File: src/rtl/cpu_pkg.sv
// Shared CPU front-end definitions: boot address default, fetch buffer sizing
// and the {pc,inst} entry carried from instruction memory to IF/ID.
package cpu_pkg;

  localparam logic [31:0] BOOT_ADDR_DEFAULT = 32'h0000_0000;
  localparam int          FIFO_DEPTH        = 2;
  localparam int          MAX_OUTSTANDING   = 2;

  typedef struct packed {
    logic [31:0] pc;
    logic [31:0] inst;
  } fetch_entry_t;

endpackage

File: src/rtl/fetch_fifo.sv
// Two-entry in-order response buffer for the fetch unit; entry 0 is always the
// head. Flush wins over push/pop, and push+pop on a full buffer is lossless.
module fetch_fifo
  import cpu_pkg::*;
(
  input  logic        clk,
  input  logic        rst,
  input  logic        push,
  input  logic [31:0] push_pc,
  input  logic [31:0] push_inst,
  input  logic        pop,
  input  logic        flush,
  output logic [31:0] head_pc,
  output logic [31:0] head_inst,
  output logic [1:0]  count
);

  fetch_entry_t e0_q, e0_d, e1_q, e1_d, new_e;
  logic [1:0]   count_q, count_d;
  logic         pop_ok, push_ok;

  assign new_e   = '{pc: push_pc, inst: push_inst};
  assign pop_ok  = pop && (count_q != 2'd0);
  assign push_ok = push && ((count_q != 2'(FIFO_DEPTH)) || pop_ok);

  always_comb begin
    e0_d    = e0_q;
    e1_d    = e1_q;
    count_d = count_q;
    if (flush) begin
      count_d = 2'd0;
    end else begin
      case ({push_ok, pop_ok})
        2'b10: begin
          if (count_q == 2'd0) e0_d = new_e;
          else                 e1_d = new_e;
          count_d = count_q + 2'd1;
        end
        2'b01: begin
          e0_d    = e1_q;
          count_d = count_q - 2'd1;
        end
        2'b11: begin
          if (count_q == 2'd1) begin
            e0_d = new_e;
          end else begin
            e0_d = e1_q;
            e1_d = new_e;
          end
        end
        default: ;
      endcase
    end
  end

  always_ff @(posedge clk or negedge rst) begin
    if (!rst) count_q <= 2'd0;
    else      count_q <= count_d;
  end

  // Payload needs no reset: count gates every use of it.
  always_ff @(posedge clk) begin
    e0_q <= e0_d;
    e1_q <= e1_d;
  end

  assign head_pc   = e0_q.pc;
  assign head_inst = e0_q.inst;
  assign count     = count_q;

endmodule

File: src/rtl/inst_fetch.sv
// Instruction fetch stage: issues word requests, pairs in-order responses with
// their PCs and feeds IF/ID. Define INST_FETCH_EXC_EN to add flush_i/new_pc_i.
module inst_fetch
  import cpu_pkg::*;
#(
  parameter logic [31:0] BOOT_ADDR = BOOT_ADDR_DEFAULT
) (
  input  logic        clk,
  input  logic        rst,
  input  logic [5:0]  stall,
  input  logic        branch_flag_i,
  input  logic [31:0] branch_target_addr_i,
`ifdef INST_FETCH_EXC_EN
  input  logic        flush_i,
  input  logic [31:0] new_pc_i,
`endif
  output logic        rom_req_o,
  output logic [31:0] rom_addr_o,
  input  logic        rom_gnt_i,
  input  logic        rom_rvalid_i,
  input  logic [31:0] rom_rdata_i,
  output logic [31:0] if_pc,
  output logic [31:0] if_inst,
  output logic        if_valid,
  output logic        stallreq_o
);

  logic [31:0] fetch_pc_q, fetch_pc_d, pend_addr_q, pend_addr_d;
  logic [31:0] opc0_q, opc0_d, opc1_q, opc1_d;
  logic [1:0]  outstanding_q, outstanding_d, drop_cnt_q, drop_cnt_d;
  logic        pend_q, pend_d, pend_stale_q, pend_stale_d;

  logic        redirect, out_block;
  logic [31:0] redirect_pc;
  logic [1:0]  fifo_count;
  logic [31:0] head_pc, head_inst;
  logic        fifo_empty, issue_ok, new_req, grant, stale_grant;
  logic        rvalid_eff, drop_resp, push, pop;
  logic [2:0]  in_use;
  logic        unused_stall;

  assign unused_stall = ^stall[5:2];

`ifdef INST_FETCH_EXC_EN
  assign redirect    = flush_i | (branch_flag_i & ~stall[0]);
  assign redirect_pc = flush_i ? new_pc_i : branch_target_addr_i;
  assign out_block   = flush_i;
`else
  assign redirect    = branch_flag_i & ~stall[0];
  assign redirect_pc = branch_target_addr_i;
  assign out_block   = 1'b0;
`endif

  assign fifo_empty = (fifo_count == 2'd0);
  assign in_use     = {1'b0, outstanding_q} + {1'b0, fifo_count};
  assign issue_ok   = in_use < 3'(MAX_OUTSTANDING);
  assign new_req    = rst & ~stall[0] & issue_ok & ~redirect;

  // A request left ungranted stays up with its address, even across a redirect;
  // such a stale request is dropped once granted.
  assign rom_req_o   = pend_q | new_req;
  assign rom_addr_o  = pend_q ? pend_addr_q : fetch_pc_q;
  assign grant       = rom_req_o & rom_gnt_i;
  assign stale_grant = grant & pend_q & pend_stale_q;

  assign rvalid_eff = rom_rvalid_i & (outstanding_q != 2'd0);
  assign drop_resp  = rvalid_eff & (drop_cnt_q != 2'd0);
  assign push       = rvalid_eff & ~drop_resp & ~redirect;

  assign if_valid   = ~fifo_empty & ~out_block;
  assign if_pc      = if_valid ? head_pc : 32'h0;
  assign if_inst    = if_valid ? head_inst : 32'h0;
  assign pop        = if_valid & ~stall[1] & ~redirect;
  assign stallreq_o = rst & fifo_empty & ~stall[1];

  always_comb begin
    outstanding_d = outstanding_q + {1'b0, grant} - {1'b0, rvalid_eff};

    fetch_pc_d = fetch_pc_q;
    if (redirect)                   fetch_pc_d = redirect_pc;
    else if (grant && !stale_grant) fetch_pc_d = rom_addr_o + 32'd4;

    if (redirect) drop_cnt_d = outstanding_d;
    else          drop_cnt_d = drop_cnt_q - {1'b0, drop_resp} + {1'b0, stale_grant};

    pend_d       = rom_req_o & ~rom_gnt_i;
    pend_addr_d  = rom_addr_o;
    pend_stale_d = pend_d & (redirect | (pend_q & pend_stale_q));

    // PCs of granted-but-unanswered requests, oldest in opc0.
    opc0_d = opc0_q;
    opc1_d = opc1_q;
    if (rvalid_eff) opc0_d = opc1_q;
    if (grant) begin
      if ((outstanding_q - {1'b0, rvalid_eff}) == 2'd0) opc0_d = rom_addr_o;
      else                                              opc1_d = rom_addr_o;
    end
  end

  always_ff @(posedge clk or negedge rst) begin
    if (!rst) begin
      fetch_pc_q    <= BOOT_ADDR;
      outstanding_q <= 2'd0;
      drop_cnt_q    <= 2'd0;
      pend_q        <= 1'b0;
      pend_stale_q  <= 1'b0;
    end else begin
      fetch_pc_q    <= fetch_pc_d;
      outstanding_q <= outstanding_d;
      drop_cnt_q    <= drop_cnt_d;
      pend_q        <= pend_d;
      pend_stale_q  <= pend_stale_d;
    end
  end

  always_ff @(posedge clk) begin
    pend_addr_q <= pend_addr_d;
    opc0_q      <= opc0_d;
    opc1_q      <= opc1_d;
  end

  fetch_fifo u_fifo (
    .clk       (clk),
    .rst       (rst),
    .push      (push),
    .push_pc   (opc0_q),
    .push_inst (rom_rdata_i),
    .pop       (pop),
    .flush     (redirect),
    .head_pc   (head_pc),
    .head_inst (head_inst),
    .count     (fifo_count)
  );

endmodule

File: config.mk
export PLATFORM = sky130hd
export DESIGN_NAME = inst_fetch
export DESIGN_NICKNAME = d
export VERILOG_FILES = /design/src/rtl/cpu_pkg.sv /design/src/rtl/fetch_fifo.sv /design/src/rtl/inst_fetch.sv
export SDC_FILE = /design/constraint.sdc
export NUM_CORES = 1
export LEC_CHECK = 0
export BUFFER_PORTS_ARGS = -buffer_cell sky130_fd_sc_hd__buf_2
export CAP_MARGIN = 20
export CORE_MARGIN = 3
export CORE_UTILIZATION = 51
export CTS_BUF_LIST = sky130_fd_sc_hd__clkbuf_2 sky130_fd_sc_hd__clkbuf_4 sky130_fd_sc_hd__clkbuf_8
export DETAILED_ROUTE_END_ITERATION = 7
export PLACE_DENSITY = 0.79
export SETUP_SLACK_MARGIN = 0.05
export SYNTH_ARGS = -nofsm -noshare
export SYNTH_HDL_FRONTEND = slang
export SYNTH_HIERARCHICAL = 1
export SYNTH_SLANG_ARGS = --single-unit
File: constraint.sdc
create_clock -name clk -period 6.35 [get_ports clk]
set_input_delay 0.635 -clock clk [delete_from_list [all_inputs] [get_ports clk]]
set_output_delay 0.635 -clock clk [all_outputs]
set_load 0.005 [all_outputs]
==> results.md <==
- The number of global-route vias before repair is 6955.
- For the final database, setup skew stands at 23.55 ps.
- The die is 155.9 um tall.
- The H-tree depth reported by CTS is 2.
- The number of max-capacitance violations reported is 0.
- The power density of the placed cells is 431.6 nW/um2.
- The kind of path behind the tightest hold check is in -> async.
- Of all flip-flops after synthesis, the portion carrying an async set or reset was 15.15%.
- TritonCTS built the clock tree.
- The core region is 21960 um2.
- Once layout is done, the placed cells without fillers occupy 13420 um2.
- Data on the critical path arrives at its endpoint at 3900 ps.
- After legalization and detailed placement, the total HPWL measured 15.45 mm.
- The total number of nets in the final design is 1141.
- The number of buffer and inverter instances along the worst setup path is 5.
- The required time of the worst setup path is 6550 ps.
- STA classifies the critical path startpoint as an input pin.
- The most numerous cell in the Yosys netlist is sky130_fd_sc_hd__edfxtp_1.
- The post-CTS setup repair buffer count is 0.
- The post-synthesis instance area is 11460 um2.
- Input and output buffers added on the ports amount to 169.
- Among cell families on the critical path, the largest total delay comes from simple AND/OR/NAND/NOR gates.
- The area growth from synthesis to layout is 17.05%.
- For this run, the top clock speed supported by timing is 0.2697 GHz.
- In this run the tightest slew margin relative to its limit is 34.68%.
- The final setup violation count is 0.
- Synthesis handed over a netlist of 877 instances.
- The most frequent cell on the critical path is sky130_fd_sc_hd__buf_4.
- Setup repair after global routing left no endpoint under its margin.
- Clock-pin slew was measured on the worst setup and hold paths at 60 ps.
- The total count of max-transition violations in the final report is 0.
- The synthesized design contains 264 register bits.
- After synthesis, flip-flops and latches occupy 61.82% of the total area.
- In this run the biggest area consumer among cell types represents 41.91% of the synthesized area.
- The maximum number of buffers from clock root to sink is 3.
- The critical path is of the in -> reg type.
- The largest area contributor in the netlist is sky130_fd_sc_hd__edfxtp_1.
- The via density per instance is 5.198.
- The number of antenna cells inserted is 0.
- A synthesized cell averages 13.07 um2.
- The post-place instance area is 12540 um2.
- The count of nets left with antenna violations once routing finished came out at 0.
- The number of resized instances in the post-cts repair step is 0.
- Cells with a size suffix above 1 make up 32.29% of the layout.
- In this design, the stage delay of the slowest critical-path cell is 790 ps.
- The run finished with clean final reports.
- Wires add up to 22.90 mm.
- The final-layout setup total negative slack is 0 ps.
- The tree built by TritonCTS fans out to 264 sinks.
- Yosys mapped a number of flops with a built-in enable equal to 160.
- In the global route stage, overall resource usage came out at 18.27%.
- The count of distinct cell types in the synthesized netlist is 57.
- The number of buffers inserted during clock tree synthesis is 43.
- The die is 155.9 um wide.
- The first-pass GRT wire length is 36.01 mm.
- The worst setup path is captured at a flop.
- The measured slew at the worst slew-check pin is 977.6 ps.
- The critical path goes through buf_2, nand2b_1, buf_4, inv_1, buf_4, nor4_1, nor2b_1, nand2_1, a21oi_4, buf_4.
- The die covers 24310 um2.
- The first TritonRoute pass finished after 5 iterations.
- The slowest library cell on the worst path is sky130_fd_sc_hd__a21oi_4.
- The post-route clock period utilization is 58.39%.
- By area the synthesized netlist is led by sky130_fd_sc_hd__edfxtp_1 42%, sky130_fd_sc_hd__dfxtp_1 11%, sky130_fd_sc_hd__dfrtp_1 8.7%, sky130_fd_sc_hd__mux2_4 7.9%, sky130_fd_sc_hd__and2_1 3.7%.
- The sum of overflow across all layers after global routing is 0.
- For the finished layout, the period the worst path requires is 3707 ps.
- The clock tree root buffer cell is sky130_fd_sc_hd__clkbuf_8.
- The residual DRC count is 0.
- Entering global routing, the biggest net connects 76 pins.
- The total number of vias is 7106.
- For this configuration, the core starts out at a cell density of 52.21%.
- For this design, the CTS-stage hold fixing added 0 buffers.
- The detailed router finished its first iteration with 461 violations.
- Pin placement for this block handled 174 I/O pins.
- The commonest cells after synthesis are 160 x sky130_fd_sc_hd__edfxtp_1, 67 x sky130_fd_sc_hd__and2_1, 65 x sky130_fd_sc_hd__a21oi_1, 64 x sky130_fd_sc_hd__dfxtp_1, 60 x sky130_fd_sc_hd__mux2_4.
- For this design the static power due to leakage is 5.632 nW.
- The final number of hold-violating endpoints was 0.
- In the final routed layout, each cell accounts on average for 16.75 um.
- The initial antenna violation count is 1.
- For this run, the number of Yosys warnings is 6.
- The completed layout was analyzed and its total power is 5.792 mW.
- The clock latency on the worst-skew pair is 530 ps.
- The worst supply voltage drop on vdd is 0.1872 mV.
- The number of placement rows is 54.
- Routability-driven placement finished with a final weighted congestion of 0.8336.
- The net count after synthesis is 961.
- The maximum fanout along the worst path is 43.
- The predominant post-synthesis flop cell is sky130_fd_sc_hd__edfxtp_1.
-- flip-flops by register name, summed over array words and instances (netlist names) --
name and flops:
u_fifo/e1_q 64, fetch_pc_q 32, opc0_q 32, opc1_q 32, pend_addr_q 32, u_fifo/head_inst 32, u_fifo/head_pc 32, drop_cnt_q 2
outstanding_q 2, u_fifo/count 2, pend_q 1, pend_stale_q 1
-- report_power, final --
part	switching [mW]	internal, mW	leakage (nW)	total [mW]
sequential	0.260	2.37	2.45	2.63
combinational	0.895	0.833	2.72	1.73
clock	0.624	0.808	0.455	1.43
-- final timing paths --
check / to / startpoint / slack [ps] / depth (start not counted)
setup / recovery: u_fifo/head_pc[16]$_DFFE_PP_ / stall[0] / 2640 / 10
hold / removal: fetch_pc_q[1]$_DFFE_PN0P_ / rst / 210 / 2
setup reg to reg: u_fifo/head_pc[16]$_DFFE_PP_ / u_fifo/count[1]$_DFFE_PN0P_ / 2690 / 5
hold reg to reg: u_fifo/e1_q[45]$_DFFE_PP_ / opc0_q[13]$_DFF_P_ / 460 / 0
max in group asynchronous: pend_q$_DFF_PN0_ / rst / 5670 / 2
min in group clk: u_fifo/e1_q[28]$_DFFE_PP_ / rom_rdata_i[28] / 310 / 1
-- per-stage QoR --
stage          util (%)  setup slack, ps  instances  hold WS, ps
3_5_place_dp      57.09             2065       1291        457.8
5_1_grt           61.11             2340       1367        239.8
4_1_cts           60.98             2585       1366        209.3
2_1_floorplan         -            494.5        877        339.4
6_report          61.11             2643       1367        212.0
3_3_place_gp      57.09             2258       1291        449.8
-- routing by layer --
metal	up-vias	global-route usage [%]	wire length (um)	share of wire, %
met4	2	5.046	372	1.6
met2	220	28.41	10160	44
met5	-	0	18	0.079
met1	3330	26.18	11000	48
met3	30	3.967	1346	5.9
li1	3524	-	-	-
-- worst reg2reg max path, delay by kind of cell (launching register included) --
kind	cells	cell delay [ps]
compound gates	1	840
buf+inv	1	410
flops	1	460
simple gates	3	1640
-- cell families after synthesis --
group | synth area share [%]
multiplexers | 13.89
adder cells (fa/ha/maj) | 1.048
AND/OR/NAND/NOR | 12.29
buffers and inverters | 2.663
XOR/XNOR | 2.063
flip-flops | 61.82
AO/OA/AOI/OAI | 6.221
-- cell usage in the layout, fill, tap and decap left out, types with 8 or more instances in the layout --
master / netlist / final
sky130_fd_sc_hd__or3_1: 9 / 9
sky130_fd_sc_hd__a21oi_1: 65 / 64
sky130_fd_sc_hd__nand3_1: 28 / 27
sky130_fd_sc_hd__xnor2_1: 15 / 15
sky130_fd_sc_hd__clkbuf_8: 0 / 51
sky130_fd_sc_hd__inv_1: 16 / 16
sky130_fd_sc_hd__edfxtp_1: 160 / 160
sky130_fd_sc_hd__dfxtp_1: 64 / 64
sky130_fd_sc_hd__dfrtp_1: 40 / 39
sky130_fd_sc_hd__buf_2: 7 / 169
sky130_fd_sc_hd__o21ai_0: 15 / 14
sky130_fd_sc_hd__and2_1: 67 / 67
sky130_fd_sc_hd__clkbuf_4: 0 / 14
sky130_fd_sc_hd__xor2_1: 12 / 12
sky130_fd_sc_hd__mux2_4: 60 / 60
sky130_fd_sc_hd__mux2_2: 25 / 25
sky130_fd_sc_hd__mux2i_1: 41 / 41
sky130_fd_sc_hd__nor2_1: 56 / 55
sky130_fd_sc_hd__ha_1: 8 / 8
sky130_fd_sc_hd__buf_4: 1 / 11
sky130_fd_sc_hd__nand2_1: 54 / 54
sky130_fd_sc_hd__nand3b_1: 9 / 9
sky130_fd_sc_hd__o21ai_1: 12 / 12
-- layout make-up --
| cell class | instances | area [um2] |
|---|---|---|
| well taps | 280 | 350.3 |
| repair buffers | 181 | 955.9 |
| flip-flops and latches | 264 | 7088 |
| clock inverters | 10 | 46.29 |
| clock buffers | 65 | 807.0 |
| inverters | 18 | 67.56 |
| multi-input cells | 549 | 4103 |
| fillers | 1716 | 8541 |
Power figures use the tool's default switching activity.
